--- config.mk ---
export PLATFORM = sky130hd
export DESIGN_NAME = if_id_stage
export DESIGN_NICKNAME = d
export VERILOG_FILES = /design/src/rtl/dlx_pkg.sv /design/src/rtl/load_use_detect.sv /design/src/rtl/if_id_stage.sv
export SDC_FILE = /design/constraint.sdc
export NUM_CORES = 1
export LEC_CHECK = 0
export BUFFER_PORTS_ARGS = -buffer_cell sky130_fd_sc_hd__buf_2
export CORE_MARGIN = 2
export CORE_UTILIZATION = 41
export DETAILED_ROUTE_END_ITERATION = 12
export PLACE_DENSITY = 0.82
export SYNTH_ARGS = -nofsm -noshare
export SYNTH_HDL_FRONTEND = slang
export SYNTH_HIERARCHICAL = 1
export SYNTH_SLANG_ARGS = --single-unit
export TNS_END_PERCENT = 50
--- constraint.sdc ---
create_clock -name clk -period 1.9 [get_ports clk]
set_input_delay 0.38 -clock clk [delete_from_list [all_inputs] [get_ports clk]]
set_output_delay 0.38 -clock clk [all_outputs]
set_load 0.02 [all_outputs]
--- src/rtl/dlx_pkg.sv ---
// rtl/dlx_pkg.sv - shared DLX encodings, instruction field positions and IF/ID state type
package dlx_pkg;

   localparam logic [31:0] NOP_INSTR  = 32'h0000_0000;
   localparam logic [11:0] END_MARKER = 12'h300;

   localparam logic [5:0] OP_RTYPE = 6'h00;
   localparam logic [5:0] OP_SB    = 6'h28;
   localparam logic [5:0] OP_SH    = 6'h29;
   localparam logic [5:0] OP_SW    = 6'h2B;

   localparam int OPCODE_MSB = 31;
   localparam int OPCODE_LSB = 26;
   localparam int RS1_MSB    = 25;
   localparam int RS1_LSB    = 21;
   localparam int RS2_MSB    = 20;
   localparam int RS2_LSB    = 16;
   localparam int MARKER_MSB = 11;

   typedef enum logic [1:0] {
      RUN    = 2'd0,
      DRAIN  = 2'd1,
      HALTED = 2'd2
   } if_id_state_t;

   // Stores read rs2 as their data source, R-type reads it as an operand.
   function automatic logic usesRs2(input logic [5:0] opcode);
      return (opcode == OP_RTYPE) || ((opcode >= OP_SB) && (opcode <= OP_SW));
   endfunction

endpackage

--- src/rtl/load_use_detect.sv ---
// rtl/load_use_detect.sv - combinational load-use hazard between ID/EX load and the IF/ID instruction
module load_use_detect
   import dlx_pkg::*;
(
   input  logic [31:0] instructionId,
   input  logic        validId,
   input  logic        memReadEx,
   input  logic [4:0]  rdEx,
   output logic        hazard
);

   logic [5:0] opcode;
   logic [4:0] rs1;
   logic [4:0] rs2;
   logic       unusedLowBits;

   assign opcode = instructionId[OPCODE_MSB:OPCODE_LSB];
   assign rs1    = instructionId[RS1_MSB:RS1_LSB];
   assign rs2    = instructionId[RS2_MSB:RS2_LSB];
   assign unusedLowBits = ^instructionId[RS2_LSB-1:0];

   // r0 is hardwired to zero, so a load targeting it never creates a dependency.
   assign hazard = validId && memReadEx && (rdEx != 5'd0) &&
                   ((rdEx == rs1) || (usesRs2(opcode) && (rdEx == rs2)));

endmodule

--- src/rtl/if_id_stage.sv ---
// rtl/if_id_stage.sv - IF/ID register with flush, load-use stall and end-of-program drain
// Optional feature: IF_ID_LOAD_USE_STALL_EN enables load-use hazard stalling.
module if_id_stage
   import dlx_pkg::*;
#(
   parameter int DRAIN_CYCLES = 3
)(
   input  logic        clk,
   input  logic        rst_n,
   input  logic [31:0] instructionIf,
   input  logic [31:0] pcPlus4If,
   input  logic        branchTaken,
   input  logic        jumpTaken,
   input  logic        memReadEx,
   input  logic [4:0]  rdEx,
   output logic [31:0] instructionId,
   output logic [31:0] pcPlus4Id,
   output logic        validId,
   output logic        stall,
   output logic        halt
);

   localparam logic [3:0] DRAIN_LOAD = 4'(DRAIN_CYCLES);

   if_id_state_t state, stateNext;
   logic [3:0]   drainCnt, drainCntNext;
   logic [31:0]  instrNext;
   logic [31:0]  pcNext;
   logic         validNext;
   logic         haltNext;
   logic         endInId;

`ifdef IF_ID_LOAD_USE_STALL_EN
   logic hazard;

   load_use_detect uDetect (
      .instructionId (instructionId),
      .validId       (validId),
      .memReadEx     (memReadEx),
      .rdEx          (rdEx),
      .hazard        (hazard)
   );

   assign stall = (state == RUN) && hazard;
`else
   logic unusedHazardInputs;

   assign unusedHazardInputs = ^{memReadEx, rdEx};
   assign stall = 1'b0;
`endif

   assign endInId = validId && (instructionId[MARKER_MSB:0] == END_MARKER);

   always_comb begin
      stateNext    = state;
      drainCntNext = drainCnt;
      instrNext    = instructionId;
      pcNext       = pcPlus4Id;
      validNext    = validId;
      haltNext     = halt;
      case (state)
         RUN: begin
            if (!stall) begin
               if (endInId) begin
                  // Nothing behind the marker is allowed into decode.
                  stateNext    = DRAIN;
                  drainCntNext = DRAIN_LOAD;
                  instrNext    = NOP_INSTR;
                  validNext    = 1'b0;
               end else if (branchTaken || jumpTaken) begin
                  instrNext = NOP_INSTR;
                  pcNext    = pcPlus4If;
                  validNext = 1'b0;
               end else begin
                  instrNext = instructionIf;
                  pcNext    = pcPlus4If;
                  validNext = 1'b1;
               end
            end
         end
         DRAIN: begin
            instrNext    = NOP_INSTR;
            validNext    = 1'b0;
            drainCntNext = drainCnt - 4'd1;
            if (drainCnt == 4'd1) begin
               stateNext = HALTED;
               haltNext  = 1'b1;
            end
         end
         HALTED: begin
            instrNext = NOP_INSTR;
            validNext = 1'b0;
            haltNext  = 1'b1;
         end
         default: begin
            stateNext = RUN;
         end
      endcase
   end

   always_ff @(posedge clk or negedge rst_n) begin
      if (!rst_n) begin
         state         <= RUN;
         drainCnt      <= 4'd0;
         instructionId <= NOP_INSTR;
         pcPlus4Id     <= 32'd0;
         validId       <= 1'b0;
         halt          <= 1'b0;
      end else begin
         state         <= stateNext;
         drainCnt      <= drainCntNext;
         instructionId <= instrNext;
         pcPlus4Id     <= pcNext;
         validId       <= validNext;
         halt          <= haltNext;
      end
   end

endmodule

==> impl_metrics.toml, run 1 <==
[worst_setup_path]
crit_type = "register to register"
r2r-start = "state[1]"
max_stage_delay_ns = 0.49
cp.arrival_ns = 2.14
start_kind = "register"
critPathLaunch = "state[1]"
critPathSlowestCell = "or4_4"
crit_chain = "inv_2, ha_4, or4_4, nor2_4, clkbuf_16, a22o_1"
cp_max_fo = 8
worstSetupEndpointType = "register"
cp.required_ns = 2.17

[layout]
design_area_sq_um = 3980
area_growth_pct = 38.7
final_common_cell = "buf_2"
antenna_cells = 0
final_layout_size_suffix_gt1_share_pct = 58.0
num-nets-final = 421
final_cell_count_no_fill = 439
seq_area_sq_um = 1800
fillers = 562
multi_input_area_sq_um = 1010
layout_common_cells = "buf_2, dfrtp_1, a22o_1, mux2_2, clkbuf_8"

[clock_network]
clk_latency_ns = 0.33
cts.clk_slew.worst_paths_ns = 0.07
cts_tree = "done"
htree_levels = 3
cts_max_path_buffers = 2
cts_buffers = 9
cts-root-buf = "clkbuf_8"
clock_sinks = 72

[routing]
dr_total_vias = 2143
first_pass_iters = 5
totalWireLength_um = 6610
post_drt_wl_per_cell_um = 15.1
ant_nets = 0
drt_iter0_markers = 73
vias_per_cell = 4.88
drc = 0

[timing]
min_period_over_period_pct = 98.7
skew_ns = 0.00624
hold_slack_ns = 0.259
fmax_mhz = 533
period_minus_slack_ns = 1.88
drv_slew = 0
setup_viol = 0
finalHoldViolations = 0
layout_setup_ws_ns = 0.0241

[floorplan]
die_h_um = 87.7
dieWidth_um = 87.7
std_cell_rows = 30
start_util_pct = 42.2
io_pins = 141
dieArea_sq_um = 7690
core_region_area_sq_um = 6790

[synthesis]
syn_inst = 197
synth_fp_nets = 277
synth_cell_types = 32
yosysSeqAreaShare_pct = 62.8
post_synth_instance_area_sq_um = 2870
syn_area_per_cell_sq_um = 14.6
ys_seq_elements = 72
yosysWarnings = 6

[place]
pre_cts_ws_ns = 0.0272
placed_cells = 419
hpwlAfterDp_um = 4430
placement.io_buffers = 133
routabilityCongestion = 0.739
placed_area_sq_um = 3680

[global_routing]
grt.total_usage_pct = 16.6
grt_pass1_vias = 2143
antenna_found_initial = 0
grt_max_degree = 46
grt_pass1_wl_um = 9790
grt_overflow = 0

[pwr]
leakagePower_nw = 2.07
vdd_drop_max_v = 0.000517
p_per_area_nw_per_um2 = 1350

[min_path]
min_path_type = "primary input to register"
min_from = "instructionIf[25]"

[run]
drv_cap = 0

[outcome]
status = "finished, final reports clean"
-- cell type report --
cell class / count / area share, %
multi-input combinational: 107 / 25.3
clock inverter: 1 / 0.754
tap: 96 / 3.02
clock buffer: 12 / 3.65
sequential: 72 / 45.3
timing repair buffer: 146 / 21.5
inverter: 5 / 0.471
-- sequential cells by signal, indices dropped and copies added, names as in the netlist --
signal         flops
instructionId     32
pcPlus4Id         32
state              2
drainCnt           4
validId            1
halt               1
-- synth_stat cells --
master,count,share of area [%]
or3_1,1,0.22
a22o_1,32,9.8
buf_2,2,0.35
dfrtp_1,72,63
a41oi_2,1,0.57
a21o_1,2,0.52
o21ai_0,2,0.35
mux2_4,4,2.1
conb_1,1,0.13
mux2_2,28,11
ha_1,6,2.6
nor3b_1,1,0.26
nor2_1,4,0.52
nand2_1,7,0.92
and4_1,1,0.31
nor3_1,1,0.17
nor4b_1,1,0.31
or4_1,1,0.26
nor4_2,1,0.44
a32oi_1,1,0.31
buf_6,2,0.78
o32a_1,1,0.35
clkbuf_1,5,0.65
nand3_1,1,0.17
or3b_2,1,0.31
buf_4,4,1.0
a21oi_1,4,0.70
a31oi_1,1,0.22
inv_1,5,0.65
and4bb_2,1,0.44
nor2_2,1,0.22
o22a_1,2,0.61
-- layer usage --
layer / global-route usage [%] / up-vias / share of wire, %
li1: - / 1013 / -
met1: 19.7 / 1049 / 40
met2: 27.8 / 76 / 53
met3: 4.62 / 5 / 6.1
met4: 8.25 / 0 / 0.92
met5: 0 / - / 0
-- path summary, 6_finish.rpt --
path	to	slack, ns	cells after the start
min reg2reg	halt	0.45	1
min in group asynchronous	instructionId[12]	0.50	2
min	instructionId[25]	0.26	2
max in group asynchronous	instructionId[1]	0.83	3
max	instructionId[1]	0.02	6
max reg2reg	instructionId[1]	0.02	6
-- metrics by stage --
| stage | utilization, % | power, mW | TNS, ns |
|---|---|---|---|
| 6_report | 58.6 | 5.36 | 0 |
| 5_1_grt | 58.6 | 5.67 | -0.367 |
| 3_3_place_gp | 54.2 | 4.10 | 0 |
| 4_1_cts | 56.9 | 5.30 | 0 |
| 3_5_place_dp | 54.2 | 4.16 | 0 |
| 2_1_floorplan | - | 3.45 | 0 |
-- where the power goes --
group	leakage [nW]	switching [mW]	internal (mW)
sequential	0.904	0.207	1.94
clock	0.0884	0.502	0.622
combinational	1.08	1.13	0.962
-- worst max-delay path, delay by kind of cell (launching register included) --
kind / cells / cell delay, ns
fa+ha+maj: 1 / 0.20
flops: 1 / 0.41
simple gates: 2 / 0.75
buf+inv: 2 / 0.31
compound gates: 1 / 0.12
-- kinds of logic after synthesis --
family          Yosys count  share of synthesized area [%]
compound gates           46                           13.4
fa+ha+maj                 6                           2.62
buf+inv                  18                           3.49
flops                    72                           62.8
mux                      32                           13.1
other cells               1                          0.131
simple gates             22                           4.53
-- repair_timing --
action | CTS | global route
buffers inserted | 0 | 3
hold buffers | 1 | 0
hold endpoints to repair | 27 | 0
gates resized for setup | 0 | 7
endpoints found under the setup margin | 0 | 33
Power figures use the tool's default switching activity.
==> run 2: changes to the inputs <==
--- a/config.mk
+++ b/config.mk
@@ -6,6 +6,7 @@
 export NUM_CORES = 1
 export LEC_CHECK = 0
 export BUFFER_PORTS_ARGS = -buffer_cell sky130_fd_sc_hd__buf_2
+export CORE_ASPECT_RATIO = 1.75
 export CORE_MARGIN = 2
 export CORE_UTILIZATION = 41
 export DETAILED_ROUTE_END_ITERATION = 12
==> impl_metrics.toml, run 2 (synthesis gave the netlist of run 1 again) <==
[timing]
layout_setup_ws_ns = 0.0444
setup_viol = 0
period_minus_slack_ns = 1.86
finalHoldViolations = 0
min_period_over_period_pct = 97.7
fin_tns_setup_ns = 0
rsz0062_at_grt = "true"
drv_slew = 0
fmax_mhz = 539
hold_slack_ns = 0.0704
skew_ns = 0.00520

[layout]
fillers = 582
top_regs = "instructionId: 32 flops, pcPlus4Id: 32 flops, drainCnt: 4 flops"
antenna_cells = 0
layout_common_cells = "buf_2, dfrtp_1, a22o_1, mux2_2, clkbuf_16"
final_common_cell = "buf_2"
final_cell_count_no_fill = 430
final_layout_size_suffix_gt1_share_pct = 58.7
area_growth_pct = 42.7
design_area_sq_um = 4100
fin_util_pct = 60.2
num-nets-final = 421

[floorplan]
die_h_um = 115
io_pins = 141
dieArea_sq_um = 7710
start_util_pct = 42.2
core_region_area_sq_um = 6810
dieWidth_um = 67.3
std_cell_rows = 40

[pwr]
switching_share_pct = 32.6
combPwrFrac_pct = 34.8
p_int_mw = 4.08
p_switching_mw = 1.97
p_per_area_nw_per_um2 = 1480
power_frac_seq_pct = 35.6
leakagePower_nw = 2.13
power_mw = 6.05
pwr-share-clk_pct = 29.6
vdd_drop_max_v = 0.000805

[place]
pre_cts_ws_ns = 0.00521
routabilityCongestion = 0.725
hpwlAfterDp_um = 4850
placement.io_buffers = 133
placed_area_sq_um = 3660
placed_cells = 408

[routing]
drc = 0
drt_iter0_markers = 169
ant_nets = 0
post_drt_wl_per_cell_um = 16.2
totalWireLength_um = 6950
dr_total_vias = 2187
first_pass_iters = 4
vias_per_cell = 5.09

[worst_setup_path]
crit_chain = "inv_2, ha_4, or4_4, nor2_4, clkbuf_16, a22o_1"
max_stage_delay_ns = 0.49
r2r-start = "state[1]"
critPathSlowestCell = "or4_4"
cp_num_buf_inv = 2
cp_max_fo = 6
crit_family = "simple AND/OR/NAND/NOR gates"
cp_num_cells = 6
cp.arrival_ns = 2.12
critPathLaunch = "state[1]"
rrSetupSlack_ns = 0.04
r2r-end = "instructionId[26]"
cp.required_ns = 2.16
r2r_cells = 6
worstSetupEndpointType = "register"
start_kind = "register"
endpoint = "instructionId[26]"
crit_type = "register to register"

[outcome]
status = "finished, final reports clean"

[global_routing]
antenna_found_initial = 0
grt_pass1_vias = 2222
busiest_layer = "met2"
grt_use_met3_pct = 4.52
grt.total_usage_pct = 18.3
grt_util_met2_pct = 30.8
grt_overflow = 0
grt_max_degree = 73
use_met1_pct = 21.9
grt_pass1_wl_um = 10500

[clock_network]
cts_tree = "done"
cts.clk_slew.worst_paths_ns = 0.06
cts_max_path_buffers = 2
ctsHoldBuffers = 0
clk_latency_ns = 0.32
cts-root-buf = "clkbuf_16"
cts_buffers = 9
clock_sinks = 72
htree_levels = 3

[run]
drv_cap = 0

[min_path]
min_path_type = "primary input to async pin"
[run 2: worst min-delay path by stage]
stage,to,startpoint,cells past startpoint
after floorplan,drainCnt[0],rst_n,0
final,instructionId[9],rst_n,2
after global placement,instructionId[9],rst_n,2
after detailed placement,instructionId[9],rst_n,2
after global routing,instructionId[7],rst_n,2
after CTS,instructionId[9],rst_n,2
[run 2: power by group through the flow]
stage | Sequential (mW) | Clock [mW] | Combinational (mW)
floorplan | 2.66 | 0 | 0.794
global placement | 2.15 | 0 | 1.93
detailed placement | 2.18 | 0 | 1.99
CTS | 2.15 | 1.84 | 2.01
global route | 2.20 | 1.90 | 2.24
finish | 2.15 | 1.79 | 2.10
[run 2: what timing repair did]
action / in CTS / in global routing
setup endpoints to repair: 13 / 52
setup buffers: 0 / 3
cloned: 0 / 3
resized for setup: 2 / 5
pin swaps: 0 / 3
[run 2: final cells by class]
class,instances,area [sq um],share of cell area (%)
clock buffer,11,243,5.93
clock inverter,5,80.1,1.96
inverter,5,18.8,0.458
multi-input combinational,107,1000,24.5
sequential,72,1800,44.0
tap,84,105,2.57
timing repair buffer,146,843,20.6
[run 2: routing by layer]
layer  wire, um  vias up
li1           -     1006
met1       2610     1089
met2       3830       84
met3        407        8
met4        101        0
met5          0        -
